===== src/rtl/dram_read_arbiter.sv =====
// Round-robin burst arbiter sharing the DRAM read port between ifmap and weights.
// Define ARB_PERF_CNT_EN to add per-requester stall counters.
module dram_read_arbiter #(
  parameter int ADDR_W   = 10,
  parameter int DATA_W   = 32,
  parameter int RD_LAT   = 2,
  parameter int IF_BURST = 4,
  parameter int IF_LIMIT = 512,
  parameter int W_BASE   = 512,
  parameter int W_WORDS  = 36,
  parameter int W_BURST  = 9
) (
  input  logic              clk,
  input  logic              rst,
  input  logic              if_req,
  input  logic              if_space,
  input  logic              w_start,
  input  logic              w_space,
  output logic              dram_rd_en,
  output logic [ADDR_W-1:0] dram_rd_addr,
  input  logic [DATA_W-1:0] dram_rd_data,
  output logic              if_wr_en,
  output logic [DATA_W-1:0] if_wr_data,
  output logic              w_wr_en,
  output logic [DATA_W-1:0] w_wr_data,
  output logic              w_busy,
  output logic              w_done
`ifdef ARB_PERF_CNT_EN
  ,
  output logic [15:0]       if_stall_cnt,
  output logic [15:0]       w_stall_cnt
`endif
);

  localparam int BMAX = (IF_BURST > W_BURST) ? IF_BURST : W_BURST;
  localparam int BC_W = $clog2(BMAX + 1);
  localparam int RM_W = $clog2(W_WORDS + 1);

  typedef enum logic [1:0] {ST_IDLE, ST_IF, ST_W} state_t;

  state_t            r_state;
  state_t            w_state_nx;
  logic              r_last_w;
  logic              w_last_nx;
  logic [BC_W-1:0]   r_bcnt;
  logic [BC_W-1:0]   w_bcnt_nx;
  logic [ADDR_W-1:0] r_if_addr;
  logic [ADDR_W-1:0] r_w_addr;
  logic [RM_W-1:0]   r_w_rem;
  logic [RM_W-1:0]   r_w_ret;
  logic              r_w_busy;
  logic              r_w_done;
  logic [RD_LAT-1:0] r_pv;
  logic [RD_LAT-1:0] r_po;

  logic w_if_pend;
  logic w_w_pend;
  logic w_issue;
  logic w_own_w;
  logic w_start_ok;
  logic w_last_ret;

  always_comb begin
    w_if_pend  = if_req;
    w_w_pend   = (r_w_rem != '0);
    w_own_w    = (r_state == ST_W);
    w_issue    = 1'b0;
    w_state_nx = r_state;
    w_bcnt_nx  = r_bcnt;
    w_last_nx  = r_last_w;
    unique case (r_state)
      ST_IDLE: begin
        if (w_if_pend && (r_last_w || !w_w_pend)) begin
          w_state_nx = ST_IF;
          w_bcnt_nx  = BC_W'(IF_BURST);
        end else if (w_w_pend) begin
          w_state_nx = ST_W;
          w_bcnt_nx  = (r_w_rem > RM_W'(W_BURST)) ?
                       BC_W'(W_BURST) : BC_W'(r_w_rem);
        end
      end
      ST_IF:   w_issue = if_space;
      ST_W:    w_issue = w_space;
      default: w_state_nx = ST_IDLE;
    endcase
    if (w_issue) begin
      w_bcnt_nx = r_bcnt - BC_W'(1);
      if (r_bcnt == BC_W'(1)) begin
        w_state_nx = ST_IDLE;
        w_last_nx  = w_own_w;
      end
    end
  end

  assign w_start_ok   = w_start && !r_w_busy;
  assign dram_rd_en   = w_issue;
  assign dram_rd_addr = w_own_w ? r_w_addr : r_if_addr;
  assign if_wr_en     = r_pv[RD_LAT-1] && !r_po[RD_LAT-1];
  assign w_wr_en      = r_pv[RD_LAT-1] && r_po[RD_LAT-1];
  assign if_wr_data   = dram_rd_data;
  assign w_wr_data    = dram_rd_data;
  assign w_busy       = r_w_busy;
  assign w_done       = r_w_done;
  assign w_last_ret   = w_wr_en && (r_w_ret == RM_W'(1));

  always_ff @(posedge clk or negedge rst) begin
    if (!rst) begin
      r_state   <= ST_IDLE;
      r_last_w  <= 1'b1;
      r_bcnt    <= '0;
      r_if_addr <= '0;
      r_w_addr  <= ADDR_W'(W_BASE);
      r_w_rem   <= '0;
      r_w_ret   <= '0;
      r_w_busy  <= 1'b0;
      r_w_done  <= 1'b0;
      r_pv      <= '0;
      r_po      <= '0;
    end else begin
      r_state  <= w_state_nx;
      r_bcnt   <= w_bcnt_nx;
      r_last_w <= w_last_nx;
      r_pv[0]  <= w_issue;
      r_po[0]  <= w_own_w;
      for (int i = 1; i < RD_LAT; i++) begin
        r_pv[i] <= r_pv[i-1];
        r_po[i] <= r_po[i-1];
      end
      if (w_issue && !w_own_w)
        r_if_addr <= (r_if_addr == ADDR_W'(IF_LIMIT - 1)) ?
                     '0 : r_if_addr + ADDR_W'(1);
      if (w_start_ok) begin
        r_w_addr <= ADDR_W'(W_BASE);
        r_w_rem  <= RM_W'(W_WORDS);
      end else if (w_issue && w_own_w) begin
        r_w_addr <= r_w_addr + ADDR_W'(1);
        r_w_rem  <= r_w_rem - RM_W'(1);
      end
      // returned-word count keeps busy high until the last word lands
      if (w_start_ok)
        r_w_ret <= RM_W'(W_WORDS);
      else if (w_wr_en)
        r_w_ret <= r_w_ret - RM_W'(1);
      r_w_done <= w_last_ret;
      if (w_start_ok)
        r_w_busy <= 1'b1;
      else if (w_last_ret)
        r_w_busy <= 1'b0;
    end
  end

`ifdef ARB_PERF_CNT_EN
  logic [15:0] r_if_stall;
  logic [15:0] r_w_stall;

  always_ff @(posedge clk or negedge rst) begin
    if (!rst) begin
      r_if_stall <= '0;
      r_w_stall  <= '0;
    end else begin
      if (w_if_pend && !(w_issue && !w_own_w) && (r_if_stall != 16'hFFFF))
        r_if_stall <= r_if_stall + 16'd1;
      if (w_w_pend && !(w_issue && w_own_w) && (r_w_stall != 16'hFFFF))
        r_w_stall <= r_w_stall + 16'd1;
    end
  end

  assign if_stall_cnt = r_if_stall;
  assign w_stall_cnt  = r_w_stall;
`endif

endmodule


===== config.mk =====
export PLATFORM = sky130hd
export DESIGN_NAME = dram_read_arbiter
export DESIGN_NICKNAME = d
export VERILOG_FILES = /design/src/rtl/dram_read_arbiter.sv
export SDC_FILE = /design/constraint.sdc
export NUM_CORES = 1
export LEC_CHECK = 0
export CORE_MARGIN = 3
export CORE_UTILIZATION = 47
export DETAILED_ROUTE_END_ITERATION = 16
export PLACE_DENSITY_LB_ADDON = 0.12
export SLEW_MARGIN = 20
export SYNTH_ARGS = -nofsm -noshare
export SYNTH_HDL_FRONTEND = slang
export SYNTH_SLANG_ARGS = --single-unit

===== constraint.sdc =====
create_clock -name clk -period 2.8 [get_ports clk]
set_input_delay 0.56 -clock clk [delete_from_list [all_inputs] [get_ports clk]]
set_output_delay 0.56 -clock clk [all_outputs]
set_load 0.02 [all_outputs]

==> flow_summary.ini <==
[logic_synthesis]
syn_area_per_cell_um2 = 9.499
yosys_register_bits = 45
syn_inst = 304
synth_common_cells = buf_4 (64), dfrtp_1 (43), nor2_1 (31), nand2_1 (20), xnor2_1 (18)
synthesis.nets = 353
yosysMostFrequentCell = buf_4
ys_top_cells_by_area = dfrtp_1 (37%), buf_4 (17%), xnor2_1 (5.5%)
ys.warnings.count = 0
synth_top_area_frac = 0.3726
synth-main-ff-cell = dfrtp_1
yosysTopAreaCell = dfrtp_1
ys_async_sr_fraction = 1.000
ys_seq_area_frac = 0.3908
ys_types = 47
synth_area_mm2 = 0.002888
synth-edff-count = 0

[layout]
n_antenna_cell = 0
final_cells = 342
syn_to_final_growth_pct = -1.516
nets = 318
drive_gt1_frac = 0.1444
nFillCells = 543

[routing]
wl_per_cell_um = 14.76
antenna_left = 0
post-route-drc-count = 0
drt_iter0_drc = 69
routed_via_density = 5.228
vias = 1788
wl_um = 5049
first_pass_iters = 4

[outcome]
status = complete, no violations

[floorplanning]
initial_core_util = 0.5058
num_rows = 27
ios = 117
dieArea_mm2 = 0.007121
fp.dieH_um = 84.39
die_x_um = 84.39
core_area_mm2 = 0.005709

[global_route]
grt.overflow.total = 0
grt_max_degree = 25
antenna_found_initial = 0
grt_pass1_wl_um = 8687
grt_pass1_vias = 1799
grt_use_total = 0.1477

[flow_run]
maxCapViolCount = 0

[clocking]
cts_tree = yes
clkSinkCount = 45
cts_made_buffers = 5
clkTransAtPathRegs_ns = 0.08
holdBufCountCts = 0
cts_setup_buffers = 0
ctsLongestPathBuffers = 2
worstSkewPairLatency_ns = 0.29
root_buffer = clkbuf_8
htreeDepth = 2
ctsResizeCount = 0

[pwr]
power_mw = 2.871
ir_worst_vdd_uv = 610.2
p_leak_nw = 1.266
p_sw_mw = 1.105
p_per_area_mw_per_mm2 = 1010
switching_share = 0.3848
combinationalPowerShare = 0.458
power_frac_clock = 0.153
power.internal_mw = 1.766
seq_power_share = 0.389

[timing]
fin_skew_ns = 0.006091
max_slew_margin = 0.6455
min_period_ns = 2.696
grt_setup_unrepaired = no
tightest_slew_ns = 0.5317
hold_violations = 0
holdWs_ns = 0.2403
fmax_ghz = 0.3710
finalMaxSlewViolations = 0
finalWorstSetupSlack_ns = 0.1044
setup-tns-final_ns = 0
setup_viol = 0
fin_crit_sh = 0.9627

[worst_setup_path]
cp-end-kind = output port
critPathLaunchType = flip-flop
arrival_ns = 2.14
critPathMaxFanout = 12
critPathKind = flip-flop to output port
cp.required_ns = 2.24

[min_path]
min_path_type = input port to asynchronous set/reset pin

[placement]
gp_congestion = 0.7868
dp_slack_ns = 0.2118
dp_hpwl_um = 3659
place_inst = 334
port_buffers = 20
[path summary, 6_finish.rpt]
path	slack, ns	cells after the start	end	start
min in group clk	0.36	0	r_po[1]	r_po[0]
max	0.10	5	dram_rd_addr[0]	r_state[0]
max in group asynchronous	1.81	2	r_last_w	rst
max reg2reg	0.70	7	r_w_addr[8]	r_state[0]
min reg2reg	0.36	0	r_po[1]	r_po[0]
min	0.24	1	r_w_ret[0]	rst
[kinds of logic (layout without fill, tap and decap cells)]
group / after synthesis / in the layout / synth area share
simple gates: 96 / 96 / 0.1699
buf+inv: 84 / 50 / 0.1924
flops: 45 / 45 / 0.3908
compound gates: 32 / 32 / 0.07973
xor+xnor: 24 / 24 / 0.07279
mux: 12 / 12 / 0.04679
fa+ha+maj: 11 / 11 / 0.04766
[area by class of cell]
type | instances | area, µm² | area share
tap | 72 | 90.09 | 0.03168
inverter | 14 | 52.55 | 0.01848
clock buffer | 7 | 96.34 | 0.03388
multi-input combinational | 175 | 1204 | 0.4232
clock inverter | 1 | 5.005 | 0.001760
sequential | 45 | 1129 | 0.3968
timing repair buffer | 28 | 267.8 | 0.09415
[worst max-delay path, stage by stage, from the launching register on]
cell	delay, ns
dfrtp_1	0.39
inv_1	0.12
ha_1	0.29
buf_12	0.17
mux2_2	0.33
clkdlybuf4s50_1	0.54
[cells in the final DEF (no fill, tap or decap), types with 9 or more instances in the layout]
master	netlist	routed
a21oi_1	9	9
clkdlybuf4s50_1	0	19
dfrtp_1	43	43
ha_1	11	11
inv_1	14	14
mux2_2	12	12
nand2_1	20	20
nor2_1	31	31
xnor2_1	18	18
[state kept, by name, summed over array words and instances, names as in the netlist]
signal,count
r_po,2
w_busy,1
r_w_ret,6
r_pv,2
r_w_addr,10
r_if_addr,10
r_bcnt,4
w_done,1
r_last_w,1
r_w_rem,6
r_state,2
[per-stage QoR]
stage | util | instance area (µm²)
2_1_floorplan | - | 2888
3_3_place_gp | 0.4804 | 2743
3_5_place_dp | 0.4804 | 2743
4_1_cts | 0.4981 | 2844
5_1_grt | 0.4981 | 2844
6_report | 0.4981 | 2844
[power by group through the flow]
stage / clock [mW] / combinational, mW / sequential, mW
floorplan: 0 / 1.07 / 1.07
global placement: 0 / 1.32 / 1.12
detailed placement: 0 / 1.32 / 1.13
CTS: 0.458 / 1.33 / 1.12
global route: 0.482 / 1.48 / 1.15
finish: 0.439 / 1.32 / 1.12
[routing by layer]
| layer | GRT usage | vias up | wire length (µm) |
|---|---|---|---|
| li1 | - | 894 | - |
| met1 | 0.2101 | 860 | 2433 |
| met2 | 0.2296 | 30 | 2338 |
| met3 | 0.03238 | 4 | 251 |
| met4 | 0.03741 | 0 | 25 |
| met5 | 0 | - | 0 |
Note: power is estimated with default switching activity, not from simulation.
